==> config.mk <==
export PLATFORM = sky130hd
export DESIGN_NAME = mem_access_unit
export DESIGN_NICKNAME = d
export VERILOG_FILES = /design/src/rtl/mem_access_pkg.sv /design/src/rtl/wait_timer.sv /design/src/rtl/mem_access_unit.sv
export SDC_FILE = /design/constraint.sdc
export NUM_CORES = 1
export LEC_CHECK = 0
export BUFFER_PORTS_ARGS = -buffer_cell sky130_fd_sc_hd__buf_2
export CAP_MARGIN = 20
export CORE_MARGIN = 2
export CORE_UTILIZATION = 28
export CTS_BUF_LIST = sky130_fd_sc_hd__clkbuf_4 sky130_fd_sc_hd__clkbuf_8 sky130_fd_sc_hd__clkbuf_16
export DETAILED_ROUTE_END_ITERATION = 10
export GPL_TIMING_DRIVEN = 0
export PLACE_DENSITY_LB_ADDON = 0.1
export REMOVE_ABC_BUFFERS = 1
export SYNTH_ARGS = -nofsm -noshare
export SYNTH_HDL_FRONTEND = slang
export SYNTH_SLANG_ARGS = --single-unit
==> constraint.sdc <==
create_clock -name Clk -period 1.8 [get_ports Clk]
set_input_delay 0.45 -clock Clk [delete_from_list [all_inputs] [get_ports Clk]]
set_output_delay 0.45 -clock Clk [all_outputs]
set_load 0.05 [all_outputs]
==> src/rtl/mem_access_pkg.sv <==
// Shared types and defaults for the MAR/MDR memory access unit.
// Strobe bundle is active-low for SRAM, active-high for MMIO.
package mem_access_pkg;
   typedef enum logic [1:0] {IDLE, RD_WAIT, WR_WAIT} mem_state_t;

   localparam int          WAIT_CYCLES_DEF = 2;
   localparam int unsigned MMIO_BASE_DEF   = 32'hFE00;

   typedef struct packed {
      logic ce_n;
      logic oe_n;
      logic we_n;
      logic io_sel;
      logic io_we;
   } strobe_t;
endpackage

==> src/rtl/wait_timer.sv <==
// Access-length counter: cleared on request accept, counts while busy,
// parks at the terminal value instead of wrapping.
module wait_timer #(
   parameter int CW = 2
) (
   input  logic          clk,
   input  logic          clr,
   input  logic          en,
   input  logic [CW-1:0] last,
   output logic          tc
);
   logic [CW-1:0] cnt;

   always_ff @(posedge clk) begin
      if (clr)
         cnt <= '0;
      else if (en && !tc)
         cnt <= cnt + CW'(1);
   end

   assign tc = (cnt == last);
endmodule

==> src/rtl/mem_access_unit.sv <==
// LC-3 MAR/MDR memory interface: read/write handshake FSM with
// programmable SRAM wait states and a single-cycle MMIO window.
module mem_access_unit
   import mem_access_pkg::*;
#(
   parameter int          DATA_W      = 16,
   parameter int          ADDR_W      = 16,
   parameter int          WAIT_CYCLES = WAIT_CYCLES_DEF,
   parameter int unsigned MMIO_BASE   = MMIO_BASE_DEF
) (
   input  logic              Clk,
   input  logic              Reset_al,
   input  logic [DATA_W-1:0] BUS,
   input  logic              LD_MAR,
   input  logic              LD_MDR,
   input  logic              MIO_EN,
   input  logic              rd_req,
   input  logic              wr_req,
   input  logic [DATA_W-1:0] mem_rdata,
   input  logic [DATA_W-1:0] io_rdata,
   output logic [ADDR_W-1:0] MAR,
   output logic [DATA_W-1:0] MDR,
   output logic              R,
   output logic              busy,
   output logic              err,
   output logic [ADDR_W-1:0] mem_addr,
   output logic [DATA_W-1:0] mem_wdata,
   output logic              mem_ce_n,
   output logic              mem_oe_n,
   output logic              mem_we_n,
   output logic              io_sel,
   output logic              io_we
);
   localparam int                CW        = $clog2(WAIT_CYCLES + 1);
   localparam logic [ADDR_W-1:0] MMIO_LIM  = ADDR_W'(MMIO_BASE);
   localparam logic [CW-1:0]     SRAM_LAST = CW'(WAIT_CYCLES - 1);

   mem_state_t    state, state_nxt;
   strobe_t       stb;
   logic          idle, accept_rd, accept_wr, accept;
   logic          is_io, tc;
   logic [CW-1:0] last;

   assign idle      = (state == IDLE);
   assign accept_rd = idle && rd_req && !wr_req;
   assign accept_wr = idle && wr_req && !rd_req;
   assign accept    = accept_rd || accept_wr;
   assign last      = is_io ? '0 : SRAM_LAST;

   // Reset shares the clear path so the counter restarts with the FSM.
   wait_timer #(.CW(CW)) u_timer (
      .clk  (Clk),
      .clr  (!Reset_al || accept),
      .en   (!idle),
      .last (last),
      .tc   (tc)
   );

   always_ff @(posedge Clk) begin
      if (!Reset_al)
         state <= IDLE;
      else
         state <= state_nxt;
   end

   always_ff @(posedge Clk) begin
      if (!Reset_al) begin
         MAR   <= '0;
         MDR   <= '0;
         is_io <= 1'b0;
         err   <= 1'b0;
      end else begin
         // Register writes while busy would corrupt an in-flight access.
         err <= (idle && rd_req && wr_req) ||
                (!idle && (LD_MAR || (LD_MDR && !MIO_EN)));
         if (idle && LD_MAR)
            MAR <= BUS[ADDR_W-1:0];
         if (idle && LD_MDR && !MIO_EN)
            MDR <= BUS;
         else if (state == RD_WAIT && tc && MIO_EN)
            MDR <= is_io ? io_rdata : mem_rdata;
         if (accept)
            is_io <= (MAR >= MMIO_LIM);
      end
   end

   always_comb begin
      state_nxt  = state;
      stb.ce_n   = 1'b1;
      stb.oe_n   = 1'b1;
      stb.we_n   = 1'b1;
      stb.io_sel = 1'b0;
      stb.io_we  = 1'b0;
      case (state)
         IDLE: begin
            if (accept_rd)
               state_nxt = RD_WAIT;
            else if (accept_wr)
               state_nxt = WR_WAIT;
         end
         RD_WAIT: begin
            if (is_io) begin
               stb.io_sel = 1'b1;
            end else begin
               stb.ce_n = 1'b0;
               stb.oe_n = 1'b0;
            end
            if (tc)
               state_nxt = IDLE;
         end
         WR_WAIT: begin
            if (is_io) begin
               stb.io_sel = 1'b1;
               stb.io_we  = 1'b1;
            end else begin
               stb.ce_n = 1'b0;
               stb.we_n = 1'b0;
            end
            if (tc)
               state_nxt = IDLE;
         end
         default: state_nxt = IDLE;
      endcase
   end

   assign R         = !idle && tc;
   assign busy      = !idle;
   assign mem_addr  = MAR;
   assign mem_wdata = MDR;
   assign mem_ce_n  = stb.ce_n;
   assign mem_oe_n  = stb.oe_n;
   assign mem_we_n  = stb.we_n;
   assign io_sel    = stb.io_sel;
   assign io_we     = stb.io_we;
endmodule
==> metrics, run 1 <==
status complete, no violations; CTS Buffer Depth 2; WL/cell around 13 um; min Tclk post-route roughly 1.7 ns; IO Port Bufs ~130; Rel. slew slack 48.4%; Layout Skew between 0.004 and 0.005 ns; Worst-path clk slew around 0.08 ns; max-cap violations 0; Post-DRT Antenna Nets 0; Initial Utilization 28.8%; # DRC 0; CTS Hold Bufs 0; mapped cell area around 0.0021 mm2; TritonRoute pass-1 iters 6; global-route wire length before repair ~9000 um; clock buffer count from CTS 5; initial antenna violation count 0; root buffer cell clkbuf_8; period utilisation layout between 90 and 100%; setup violators final 0; Worst EP arrival ~1.3 ns; ANT cells 0; worst path bufs/invs 2; crit-path cells inv_2, ha_4, and2_1, buf_6; die area roughly 0.008 mm2; RSZ-0062 raised after global routing false; actual slew at the worst max-slew pin slightly below 0.8 ns; Seq/Total Area, Yosys ~36%; Synth Instances ~250; final hold slack approximately 0.37 ns; I/O pins 127; max-slew violation count 0; Placement Rows 31; leakage around 1.3 nW; Avg Cell Area, Syn about 8.5 um2; TritonCTS clock tree done; yosys warns 0; Post-Route WL 5750 um; Register-to-Register Path Depth 5; Critical Path RT ~1.4 ns; number of global-route vias before repair approximately 1700; Max Freq just under 600 MHz; biggest cell delay along the critical path about 0.35 ns; vias per inst 4.33; peak supply drop approximately 0.00034 V; grt ovf 0; Power, Total about 2.6 mW; post-synthesis register bit count 38; startpoint types flop; clock sinks 38; delay-heaviest family, CP flip-flops; pre-CTS worst setup slack -1.14 ns; Critical Path Sink Type output pin; Final #Nets 396; worst hold path stage count 3; Hold Path Class in2reg; Critical Path Stages 4; pwr/cell area slightly below 1000 mW/mm2; distinct cell type count after synthesis 27; GRT Overall Usage ~14%; Post-DP HPWL 3870 um; routability cong. 0.674; ratio of cells with drive above 1 in the final layout between 40% and 50%; vias after detailed routing around 1900; core footprint 0.00725 mm2; Iter 0 DRT Violations 40; die height ~90 um; final hold vios 0; Worst-Skew Late Latency between 0.2 and 0.3 ns; critical path class reg2out; Horiz. Die Dim between 90 and 100 um; H-tree level count 2; Worst Slack Setup Final ~0.075 ns; largest net degree at the start of global routing 24; CP max-delay cell dfxtp_1; Area Growth Syn to Fin 30.1%; Crit Path Max Fanout 4
==> state kept, by name, summed over array words and instances (netlist names) <==
| register | count |
|---|---|
| MDR | 16 |
| u_timer.cnt | 2 |
| is_io | 1 |
| state | 2 |
| MAR | 16 |
| err | 1 |
==> area by class of cell <==
type,count,area (um2)
fillers,788,4530
flip-flops and latches,38,764
clock inverters,2,12.5
clock buffers,6,82.6
inverters,3,11.3
repair buffers,131,681
well taps,99,124
multi-input cells,159,1050
==> metal layers <==
layer / global-route usage (%) / routed length (um)
met4: 3.85 / 59
met3: 3.09 / 317
met1: 19.0 / 2710
met5: 0 / 0
met2: 23.4 / 2660
==> cells by family after synthesis <==
group / synth area share (%)
DFF: 36.4
buffers and inverters: 14.9
AOI/OAI and AO/OA: 12.5
xor gates and xnor gates: 0.419
muxes: 16.7
and+or+nand+nor: 17.3
adders and majority gates: 1.79
==> synth_stat cells <==
cell	n	area (um2)
mux2i_1	17	170
ha_1	3	37.5
and2_1	3	18.8
clkbuf_1	11	41.3
nand4_1	1	6.26
a21oi_1	1	5.00
and3_1	3	18.8
or3_1	1	6.26
nand3_1	1	5.00
o21ai_0	9	45.0
nor3_4	1	16.3
a21boi_0	17	128
xnor2_1	1	8.76
o311a_1	1	10.0
inv_1	3	11.3
dfxtp_1	38	761
nor2_1	5	18.8
nor2b_1	5	31.3
buf_4	33	248
nand2_1	55	206
nand2b_1	3	18.8
nor3_1	3	15.0
o21ai_1	10	50.1
buf_6	1	11.3
mux2_2	16	180
o31a_1	2	17.5
a31oi_1	1	6.26
==> what timing repair did <==
item / 4_1_cts / 5_1_grt
setup buffers: 5 / 0
gates resized for setup: 8 / 5
endpoints found under the setup margin: 41 / 7
pin swaps: 1 / 0
==> final timing paths <==
path | startpoint | to | slack, ns
max | state[1] | io_sel | 0.08
min | BUS[13] | MDR[13] | 0.37
max reg2reg | state[0] | MDR[15] | 0.20
min reg2reg | MAR[6] | MAR[6] | 0.48
==> metrics by stage <==
| stage | utilization [%] | instance area, um2 | instances | TNS [ns] |
|---|---|---|---|---|
| 2_1_floorplan | - | 1790 | 200 | -5.62 |
| 3_3_place_gp | 35.1 | 2550 | 425 | -20.24 |
| 3_5_place_dp | 35.1 | 2550 | 425 | -21.33 |
| 4_1_cts | 37.4 | 2710 | 438 | 0 |
| 5_1_grt | 37.5 | 2720 | 438 | 0 |
| 6_report | 37.5 | 2720 | 438 | 0 |
==> tightest hold or removal path: cells and delay by family <==
family                 cells  cell delay, ns
buffers and inverters      1            0.09
AOI/OAI and AO/OA          1            0.05
and+or+nand+nor            1            0.04
==> placed cells by master, fill, tap and decap left out, types with 2 or more instances in the layout <==
| cell type | synthesis | routed |
|---|---|---|
| buf_2 | 0 | 124 |
| nand2_1 | 55 | 55 |
| dfxtp_1 | 38 | 37 |
| mux2i_1 | 17 | 17 |
| a21boi_0 | 17 | 17 |
| mux2_2 | 16 | 16 |
| o21ai_1 | 10 | 10 |
| o21ai_0 | 9 | 9 |
| clkbuf_8 | 0 | 6 |
| nor2b_1 | 5 | 5 |
| nor2_1 | 5 | 5 |
| buf_4 | 33 | 5 |
| nand2b_1 | 3 | 3 |
| and3_1 | 3 | 3 |
| inv_2 | 0 | 2 |
| and2_1 | 3 | 2 |
| nor3_1 | 3 | 2 |
| o31a_1 | 2 | 2 |
| ha_1 | 3 | 2 |
| buf_6 | 1 | 2 |
==> power by group <==
part	internal (mW)	switching [mW]	total, mW	leakage (nW)
registers	0.914	0.0564	0.971	0.312
logic	0.271	0.770	1.04	0.919
clock network	0.308	0.324	0.632	0.0472
Power figures use the tool's default switching activity.
==> run 2: changes to the inputs <==
==> constraint.sdc (replaced) <==
create_clock -name Clk -period 1.8 [get_ports Clk]
set_input_delay 0.18 -clock Clk [delete_from_list [all_inputs] [get_ports Clk]]
set_output_delay 0.18 -clock Clk [all_outputs]
set_load 0.05 [all_outputs]
==> run 2 against run 1 <==
Against the previous run:
- global-route usage shrank 0.51 points
- final cell count decreased by 0.68%
- worst setup slack better by 0.068 ns
- hold slack worse by 0.27 ns
- critical path depth decreased by 1
- first-iteration DRC count up 5.0%
- register-to-register slack worse by 0.02 ns
- non-clock buffer count decreased by 3
- clock power down 1%
- final area fell by 1.9%
- sequential cell count unchanged
- wire length is 2.9% lower
==> metrics, run 2 (synthesis results as in run 1) <==
status complete, no violations; Worst-Skew Late Latency between 0.2 and 0.3 ns; RSZ-0062 raised after global routing false; Initial Utilization ~29%; die height roughly 90 um; initial antenna violation count 0; design area 0.00267 mm2; CTS Buffer Depth 2; Post-DRT Antenna Nets 0; H-tree level count 2; TritonRoute pass-1 iters 4; die area 0.00818 mm2; NetSw around 1.1 mW; Horiz. Die Dim ~90 um; core footprint 0.00725 mm2; startpoint types flop; CP max-delay cell dfxtp_4; commonest non-fill, non-tap cell in the layout buf_2; pwr/cell area between 900 and 1000 mW/mm2; critical path class reg2out; Register-to-Register Path Depth 4; peak supply drop 0.000341 V; Final #Nets roughly 400; setup violators final 0; I/O pins 127; ANT cells 0; Max Freq just over 600 MHz; worst path bufs/invs 1; Critical Path RT 1.62 ns; Critical Path Sink Type output pin; final hold slack between 0.1 and 0.15 ns; Post-Route WL approximately 5600 um; GRT Overall Usage around 14%; actual slew at the worst max-slew pin roughly 0.41 ns; most frequent cells in the layout buf_2 (126), nand2_1 (53), dfxtp_1 (37); global-route wire length before repair ~9000 um; crit-path cells xnor2_1, nor3_1, buf_2; Clk network pwr share between 20% and 30%; Worst EP arrival 1.48 ns; largest net degree at the start of global routing 26; final hold vios 0; root buffer cell clkbuf_8; vias after detailed routing between 1500 and 2000; max-cap violations 0; Iter 0 DRT Violations 42; Sw Ratio 43.6%; Combinational Power Share between 30% and 40%; internal power 1.47 mW; DP Cell Count 425; delay-heaviest family, CP flip-flops; Hold Path Class in2reg; Rel. slew slack 72.1%; worst hold path stage count 3; Critical Path Stages 3; leakage between 1 and 1.5 nW; Worst-path clk slew around 0.080 ns; CTS Hold Bufs 0; placed cell area between 0.002 and 0.003 mm2; IO Port Bufs 126; largest registers MAR x16, MDR x16; clock sinks 38; period utilisation layout between 90% and 100%; Placement Rows 31; Seq pwr share 37.2%; biggest cell delay along the critical path ~0.55 ns; # DRC 0; number of global-route vias before repair approximately 1700; Crit Path Max Fanout 25; Layout Skew around 0.0043 ns; Area Growth Syn to Fin 27.6%; vias per inst ~4.3; max-slew violation count 0; post-layout util between 30% and 40%; clock buffer count from CTS 5; ratio of cells with drive above 1 in the final layout between 40% and 50%; routability cong. approximately 0.67; Cell Count, Final, Fillers Out ~440; grt ovf 0; Post-DP HPWL between 3000 and 4000 um; min Tclk post-route ~1.7 ns; TritonCTS clock tree done; WL/cell between 10 and 15 um
-- run 2: changes by cell type in the layout (fill, tap and decap cells not counted), sizes merged --
| cell | change |
|---|---|
| buf | -3 |
-- run 2: repair_timing --
item | 4_1_cts | 5_1_grt
buffers inserted | 2 | 0
resized for setup | 4 | 3
pin swaps | 1 | 0
endpoints found under the setup margin | 40 | 34
-- run 2: power by group through the flow --
stage / Combinational, mW / Clock [mW] / Sequential, mW
5_1_grt: 1.08 / 0.698 / 0.983
3_3_place_gp: 1.01 / 0 / 0.989
6_report: 1.01 / 0.625 / 0.969
4_1_cts: 1.01 / 0.658 / 0.971
3_5_place_dp: 1.01 / 0 / 0.992
2_1_floorplan: 0.298 / 0 / 1.42
-- run 2: metrics by stage --
| step | power [mW] | worst slack (ns) | setup TNS [ns] |
|---|---|---|---|
| final | 2.60 | 0.143 | 0 |
| after global routing | 2.76 | 0.0314 | 0 |
| after CTS | 2.64 | 0.000977 | 0 |
| after detailed placement | 2.00 | -1.14 | -19.89 |
| after global placement | 1.99 | -1.10 | -18.97 |
| after floorplan | 1.72 | -0.453 | -5.35 |
-- run 2: worst register-to-register path: stages (launching register included) --
cell     delay (ns)
dfxtp_4        0.55
xnor2_1        0.26
o21ai_0        0.24
and3_1         0.24
o31a_1         0.22
-- run 2: path summary, 6_finish.rpt --
kind              startpoint       end  slack [ns]
hold / removal        BUS[3]    MDR[3]        0.10
setup / recovery       is_io         R        0.14
setup reg to reg       is_io  state[0]        0.18
hold reg to reg       MAR[6]    MAR[6]        0.49
-- run 2: final cells by class --
cell class,instances,area (um2)
inverter,3,11.3
tap,99,124
clock inverter,2,12.5
fill,793,4580
multi-input combinational,159,1030
sequential,38,764
clock buffer,6,82.6
timing repair buffer,128,646
-- run 2: metal layers --
layer	global-route usage, %	vias up	share of wire (%)
li1	-	963	-
met1	17.9	827	46
met2	22.9	68	47
met3	3.09	5	5.8
met4	3.85	0	1.1
met5	0	-	0
